**config.mk**
```make
export PLATFORM = sky130hd
export DESIGN_NAME = johnson_decoder_flat
export DESIGN_NICKNAME = d
export VERILOG_FILES = /design/src/rtl/johnson_decoder_pkg.sv /design/src/rtl/johnson_decoder_if.sv /design/src/rtl/johnson_decoder_code_check.sv /design/src/rtl/johnson_decoder.sv /design/src/flat_wrapper.sv
export SDC_FILE = /design/constraint.sdc
export NUM_CORES = 1
export LEC_CHECK = 0
export BUFFER_PORTS_ARGS = -buffer_cell sky130_fd_sc_hd__buf_2
export CAP_MARGIN = 20
export CORE_ASPECT_RATIO = 1.2
export CORE_MARGIN = 2
export CORE_UTILIZATION = 53
export DETAILED_ROUTE_END_ITERATION = 8
export MAX_ROUTING_LAYER = met4
export PLACE_DENSITY = 0.86
export REMOVE_ABC_BUFFERS = 1
export SLEW_MARGIN = 5
export SYNTH_ARGS = -nofsm -noshare
export SYNTH_HDL_FRONTEND = slang
export SYNTH_SLANG_ARGS = --single-unit
```
**constraint.sdc**
```tcl
create_clock -name clk -period 6.7 [get_ports clk]
set_input_delay 2.01 -clock clk [delete_from_list [all_inputs] [get_ports clk]]
set_output_delay 2.01 -clock clk [all_outputs]
set_load 0.02 [all_outputs]
```
**src/rtl/johnson_decoder_pkg.sv**
```systemverilog
// Shared definitions for the Johnson-code decoder/monitor.
//   johnson_code()  : expected bit pattern for a step index of a W-bit Johnson counter
//   lock_state_e    : lock FSM states
//   ERR_MAX         : saturation value of the error counter
package johnson_pkg;

  localparam int ERR_MAX = 255;

  typedef enum logic {
    ACQUIRE = 1'b0,
    LOCKED  = 1'b1
  } lock_state_e;

  // The first half of the sequence fills with ones from the LSB.
  // The second half clears ones from the LSB, starting at index w.
  function automatic logic [31:0] johnson_code(input int idx, input int w);
    logic [31:0] all_ones;
    all_ones = (32'd1 << w) - 32'd1;
    if (idx <= w) begin
      return (32'd1 << idx) - 32'd1;
    end
    return all_ones & ~((32'd1 << (idx - w)) - 32'd1);
  endfunction

endpackage

```
**src/rtl/johnson_decoder_if.sv**
```systemverilog
// Bus between a Johnson-code source and the decoder/monitor.
//   master : drives code_in/code_valid, observes the decoder results
//   slave  : the decoder; samples the code, drives index/status/error count
interface johnson_decoder_if #(
  parameter int WIDTH = 4
);
  localparam int IW = $clog2(2 * WIDTH);

  logic [WIDTH-1:0] code_in;
  logic             code_valid;
  logic [IW-1:0]    index;
  logic             index_valid;
  logic             code_legal;
  logic             seq_error;
  logic             locked;
  logic [7:0]       err_count;

  modport master (
    output code_in, code_valid,
    input  index, index_valid, code_legal, seq_error, locked, err_count
  );

  modport slave (
    input  code_in, code_valid,
    output index, index_valid, code_legal, seq_error, locked, err_count
  );

endinterface

```
**src/rtl/johnson_decoder_code_check.sv**
```systemverilog
// Combinational Johnson-code decoder.
//   code_i  : WIDTH-bit code
//   index_o : step index derived from popcount and MSB
//   legal_o : code matches the canonical pattern for index_o
module johnson_code_check
  import johnson_pkg::*;
#(
  parameter  int WIDTH = 4,
  localparam int IW    = $clog2(2 * WIDTH)
) (
  input  logic [WIDTH-1:0] code_i,
  output logic [IW-1:0]    index_o,
  output logic             legal_o
);

  int          pop;
  int          idx;
  logic [31:0] pattern;

  always_comb begin
    pop = 0;
    for (int i = 0; i < WIDTH; i++) begin
      if (code_i[i]) pop = pop + 1;
    end
    // MSB set means we are in the draining half of the sequence.
    idx     = code_i[WIDTH-1] ? (2 * WIDTH - pop) : pop;
    pattern = johnson_code(idx, WIDTH);
    index_o = IW'(idx);
    legal_o = (pattern[WIDTH-1:0] == code_i);
  end

endmodule

```
**src/rtl/johnson_decoder.sv**
```systemverilog
// Johnson-counter bus monitor: decodes each valid code, checks it advances by
// one step, tracks lock and counts errors seen while locked.
//   clk, reset : clock and synchronous active-high reset
//   bus        : slave side of johnson_decoder_if
//
// state   | meaning
// ACQUIRE | counting consecutive good samples toward LOCK_COUNT, no errors raised
// LOCKED  | stream trusted; any bad sample pulses seq_error and drops to ACQUIRE
module johnson_decoder
  import johnson_pkg::*;
#(
  parameter int WIDTH      = 4,
  parameter int LOCK_COUNT = 3,
  parameter int ALLOW_HOLD = 0
) (
  input  logic          clk,
  input  logic          reset,
  johnson_decoder_if.slave bus
);

  localparam int IW      = $clog2(2 * WIDTH);
  localparam int SEQ_LEN = 2 * WIDTH;
  localparam logic [3:0] RUN_LOCK = 4'(LOCK_COUNT);

  logic [IW-1:0] chk_index;
  logic          chk_legal;

  lock_state_e   state_q;
  logic [3:0]    run_q;
  logic [IW-1:0] prev_q;
  logic [IW-1:0] index_q;
  logic          index_valid_q;
  logic          code_legal_q;
  logic          seq_error_q;
  logic          locked_q;
  logic [7:0]    err_count_q;

  logic [IW-1:0] step_d;
  logic [3:0]    run_d;
  logic [7:0]    err_count_d;
  logic          good_d;

  johnson_code_check #(.WIDTH(WIDTH)) u_check (
    .code_i  (bus.code_in),
    .index_o (chk_index),
    .legal_o (chk_legal)
  );

  always_comb begin
    step_d      = (prev_q == IW'(SEQ_LEN - 1)) ? '0 : prev_q + 1'b1;
    run_d       = (run_q == RUN_LOCK) ? run_q : run_q + 4'd1;
    err_count_d = (err_count_q == 8'(ERR_MAX)) ? err_count_q : err_count_q + 8'd1;
    // With no run yet there is no reference, so any legal code starts one.
    good_d      = chk_legal &&
                  ((run_q == 4'd0) ||
                   (chk_index == step_d) ||
                   ((ALLOW_HOLD != 0) && (chk_index == prev_q)));
  end

  always_ff @(posedge clk) begin
    if (reset) begin
      state_q       <= ACQUIRE;
      run_q         <= '0;
      prev_q        <= '0;
      index_q       <= '0;
      index_valid_q <= 1'b0;
      code_legal_q  <= 1'b0;
      seq_error_q   <= 1'b0;
      locked_q      <= 1'b0;
      err_count_q   <= '0;
    end else begin
      index_valid_q <= 1'b0;
      seq_error_q   <= 1'b0;
      if (bus.code_valid) begin
        index_valid_q <= chk_legal;
        code_legal_q  <= chk_legal;
        if (chk_legal) index_q <= chk_index;
        case (state_q)
          ACQUIRE: begin
            if (good_d) begin
              run_q  <= run_d;
              prev_q <= chk_index;
              if (run_d == RUN_LOCK) begin
                state_q  <= LOCKED;
                locked_q <= 1'b1;
              end
            end else if (chk_legal) begin
              // Wrong step but a valid code: restart the run from here.
              run_q  <= 4'd1;
              prev_q <= chk_index;
            end else begin
              run_q <= '0;
            end
          end
          LOCKED: begin
            if (good_d) begin
              prev_q <= chk_index;
            end else begin
              seq_error_q <= 1'b1;
              err_count_q <= err_count_d;
              locked_q    <= 1'b0;
              state_q     <= ACQUIRE;
              if (chk_legal) begin
                run_q  <= 4'd1;
                prev_q <= chk_index;
              end else begin
                run_q <= '0;
              end
            end
          end
        endcase
      end
    end
  end

  assign bus.index       = index_q;
  assign bus.index_valid = index_valid_q;
  assign bus.code_legal  = code_legal_q;
  assign bus.seq_error   = seq_error_q;
  assign bus.locked      = locked_q;
  assign bus.err_count   = err_count_q;

endmodule
```
**src/flat_wrapper.sv**
```systemverilog
// flat-port wrapper written by rule: the top's interface ports become plain ports
module johnson_decoder_flat import johnson_pkg::*;
#(
  parameter int WIDTH      = 4,
  parameter int LOCK_COUNT = 3,
  parameter int ALLOW_HOLD = 0
)
  (clk, reset, bus_code_in, bus_code_valid, bus_index, bus_index_valid, bus_code_legal, bus_seq_error, bus_locked, bus_err_count);
  johnson_decoder_if #(.WIDTH(WIDTH)) bus_i ();
  input  logic clk;
  input  logic reset;
  input wire logic [$bits(bus_i.code_in)-1:0] bus_code_in;
  input wire logic [$bits(bus_i.code_valid)-1:0] bus_code_valid;
  output wire logic [$bits(bus_i.index)-1:0] bus_index;
  output wire logic [$bits(bus_i.index_valid)-1:0] bus_index_valid;
  output wire logic [$bits(bus_i.code_legal)-1:0] bus_code_legal;
  output wire logic [$bits(bus_i.seq_error)-1:0] bus_seq_error;
  output wire logic [$bits(bus_i.locked)-1:0] bus_locked;
  output wire logic [$bits(bus_i.err_count)-1:0] bus_err_count;
  assign bus_i.code_in = bus_code_in;
  assign bus_i.code_valid = bus_code_valid;
  assign bus_index = bus_i.index;
  assign bus_index_valid = bus_i.index_valid;
  assign bus_code_legal = bus_i.code_legal;
  assign bus_seq_error = bus_i.seq_error;
  assign bus_locked = bus_i.locked;
  assign bus_err_count = bus_i.err_count;
  johnson_decoder #(.WIDTH(WIDTH), .LOCK_COUNT(LOCK_COUNT), .ALLOW_HOLD(ALLOW_HOLD)) u_core (.clk(clk), .reset(reset), .bus(bus_i));
endmodule
```
==> results.md <==
- The flow ran to the end, and the final reports show no timing, DRC or antenna violations.
- The number of global-route vias before repair came to 1701.
- The total overflow reported by the global router is 0.
- In this run the worst hold path is classified as register to register.
- In this run the clock root is driven by a clkbuf_8.
- The final number of max-transition violations is 0.
- Yosys mapped a number of flops with a built-in enable equal to 0.
- The CTS buffer count is 3.
- The worst hold path begins at u_core.bus.index[1].
- The largest total area in the synthesized netlist belongs to dfxtp_1.
- The first detailed-routing pass took 4 iterations.
- The power per cell area is roughly 190 nW/um^2.
- The detail route stage leaves a number of antenna-violating nets equal to 0.
- The tightest hold margin is ~480 ps.
- In this run the biggest area consumer among cell types represents about 22% of the synthesized area.
- The library cell used most frequently in the layout, excluding fill and tap cells, is buf_4.
- The number of nets in the final layout is ~300.
- Cells fill between 70 and 80% of the core in the end.
- For this run, the slowest stage of the critical path takes 300 ps.
- The number of sinks handled by clock tree synthesis is 20.
- In the final layout, the share of cells above drive strength 1 is around 37%.
- The worst setup path is captured at a register.
- The remaining routing DRC violations is 0.
- The cell with the biggest individual delay on the critical path is a211oi_4.
- For the pin with the worst max-slew slack, the measured transition is roughly 760 ps.
- The worst setup path is launched from an input port.
- The level count of the clock H-tree is 1.
- The floorplan step defined a die boundary enclosing just under 4000 sq um.
- The relative slew slack is roughly half.
- The number of hold-repair buffers added at the cts stage is 0.
- The region available for standard cell placement spans approximately 3300 sq um.
- Sequential cells were found to cover 22.2% of the synthesized design area.
- The area added between synthesis and finish is 37.6%.
- The synthesized area divided by synthesized cell count is slightly below 8 sq um.
- The maximum number of buffers from clock root to sink is 2.
- For the worst setup path, the data required time is around 6900 ps.
- Setup repair after global routing could not meet its margin everywhere.
- TritonCTS built the clock tree.
- In the layout the commonest cells are buf_4 (36), dfxtp_1 (20), buf_2 (19).
- The diode insertion count for antenna repair is 0.
- The estimated wirelength of the detail-placed design is approximately 3300 um.
- The number of vias per cell is around 6.4.
- The number of input and output port buffers inserted is 21.
- Clock-pin slew was measured on the worst setup and hold paths at roughly 70 ps.
- The DRC marker count from the first detailed-route iteration is about 230.
- The startpoint identified for the worst register-to-register timing path is u_core.bus.index[0].
- The data arrival time at the worst-slack endpoint is 6800 ps.
- The number of antenna violations at the first check in global routing is 0.
- In the global route stage, overall resource usage came out at approximately a quarter.
- In this run the worst path has a maximum fanout of 4.
- In this run the static leakage power is about 1 nW.
- The congestion estimate from routability-driven global placement came to a little under 0.9.
- The share of the clock period used by the worst path is about 100%.
- After synthesis, the netlist uses between 50 and 60 different library cells.
- The tool flagged a number of max-cap violations equal to 0.
- The pin count of the biggest net entering global routing is 24.
- In the final routed layout, each cell accounts on average for between 15 and 20 um.
- The total number of vias is approximately 2000.
- By area the synthesized netlist is led by dfxtp_1 (22%), ha_1 (10%), a21oi_1 (5.0%), nand2b_1 (3.8%), nand2_1 (3.8%).
- In the synthesized netlist, the number of instances is 227.
- The final worst clock skew is 1.28 ps.
- The worst voltage drop across the vdd grid is around 150 uV.
- In this run the count of I/O pins placed on the die edge is 22.
- In this run, synthesis produced a sequential element count of 20.
- The wire length of the first global-routing pass is 7420 um.
- The die is 57.2 um wide.
- Yosys printed 0 warnings.
- The clock reaches the later pin of the worst-skew pair after between 200 and 300 ps.
- After synthesis the cells add up to about 1800 sq um.
- The standard-cell row count is 23.
- The final critical-path required period is between 6000 and 7000 ps.
- The final wirelength is ~5400 um.
- Once the floorplan was initialized, standard cells occupied 54.4% of the core.
- Setup violations remaining at the end of the flow were counted as 0.
- The most used flip-flop cell after synthesis is dfxtp_1.
- The share of flip-flops with an asynchronous set or reset is 0%.
- The critical path class is input port to register.
- The most critical setup path has its startpoint at bus_code_in[1].
- The total design power is 0.000464 W.
- The most frequent cell on the critical path is ha_4.
- The final hold violation count was 0.
- Measured along the y axis, the die boundary spans roughly 68 um.
- For this run, the top clock speed supported by timing is between 150 and 200 MHz.
## sequential cells by signal, summed over array words and instances (netlist names)
signal	cells
u_core.bus.seq_error	1
u_core.run_q	4
u_core.bus.index	3
u_core.bus.code_legal	1
u_core.state_q	1
u_core.bus.locked	1
u_core.bus.err_count	8
u_core.bus.index_valid	1
## report_power, final
part | internal [W] | total, W | switching (W)
logic | 0.000121 | 0.000259 | 0.000137
registers | 0.000122 | 0.000125 | 0.00000318
clock network | 0.0000401 | 0.0000798 | 0.0000396
## worst paths after layout
path	end	slack (ps)	cells past startpoint
worst min-delay path	u_core.bus.index[1]	480	2
worst min register to register	u_core.bus.index[1]	480	2
worst max-delay path	u_core.run_q[3]	60	28
worst max register to register	u_core.run_q[1]	3900	13
## critical path, delay by kind of cell
family	cells	cell delay [ps]
adder cells (fa/ha/maj)	6	1330
XOR/XNOR	1	150
buffers and inverters	1	100
multiplexers	1	220
AO/OA/AOI/OAI	7	1240
AND/OR/NAND/NOR	12	1740
## kinds of logic (layout without fill, tap and decap cells)
kind of cell	after synthesis	after routing	synth area share [%]
muxes	6	6	3.96
adders and majority gates	15	15	10.4
AOI/OAI and AO/OA	62	62	24.7
and+or+nand+nor	98	98	30.0
other	1	1	0.208
buffers and inverters	19	70	4.86
DFF	20	20	22.2
xor gates and xnor gates	6	6	3.68
## layout make-up
cell class | instances | area [sq um]
Timing Repair Buffer | 58 | 403
Tap cell | 37 | 46.3
Sequential cell | 20 | 400
Inverter | 9 | 33.8
Clock buffer | 3 | 41.3
Fill cell | 204 | 832
Multi-Input combinational cell | 188 | 1550
## cells in the mapped netlist, types with 4 or more instances
| cell type | number |
|---|---|
| dfxtp_1 | 20 |
| a21oi_1 | 18 |
| nand2_1 | 18 |
| nor2_1 | 17 |
| ha_1 | 15 |
| nand2b_1 | 11 |
| inv_1 | 9 |
| nand3_1 | 9 |
| nor2b_1 | 9 |
| nor3_1 | 7 |
| a211oi_1 | 5 |
| a21o_1 | 5 |
| or4_1 | 5 |
| buf_2 | 4 |
| clkbuf_1 | 4 |
| o211ai_1 | 4 |
| o21ai_0 | 4 |
| o31ai_1 | 4 |
| xnor2_1 | 4 |
## per-layer routing
metal / vias to the layer above / track usage, % / part of all wire, % / routed length (um)
li1: 947 / - / - / -
met1: 949 / 28.1 / 38 / 2090
met2: 90 / 45.1 / 53 / 2890
met3: 16 / 3.97 / 6.1 / 330
met4: 0 / 5.81 / 2.4 / 133
met5: - / - / 0 / 0
## metrics by stage
step                setup WS [ps]  cell area (sq um)  TNS (ps)  std cells
finish                       55.6               2480         0        315
global route                 -135               2480      -368        315
detailed placement           -411               2140     -1760        307
floorplan                    -460               1750     -1370        217
global placement             -253               2140      -675        307
CTS                          50.0               2200         0        311
## what timing repair did
item,4_1_cts,5_1_grt
pin swaps,2,23
endpoints found under the setup margin,3,14
buffers inserted,1,4
gates resized for setup,3,47
cloned,0,0
No activity file was read; power rests on OpenSTA's default activity.
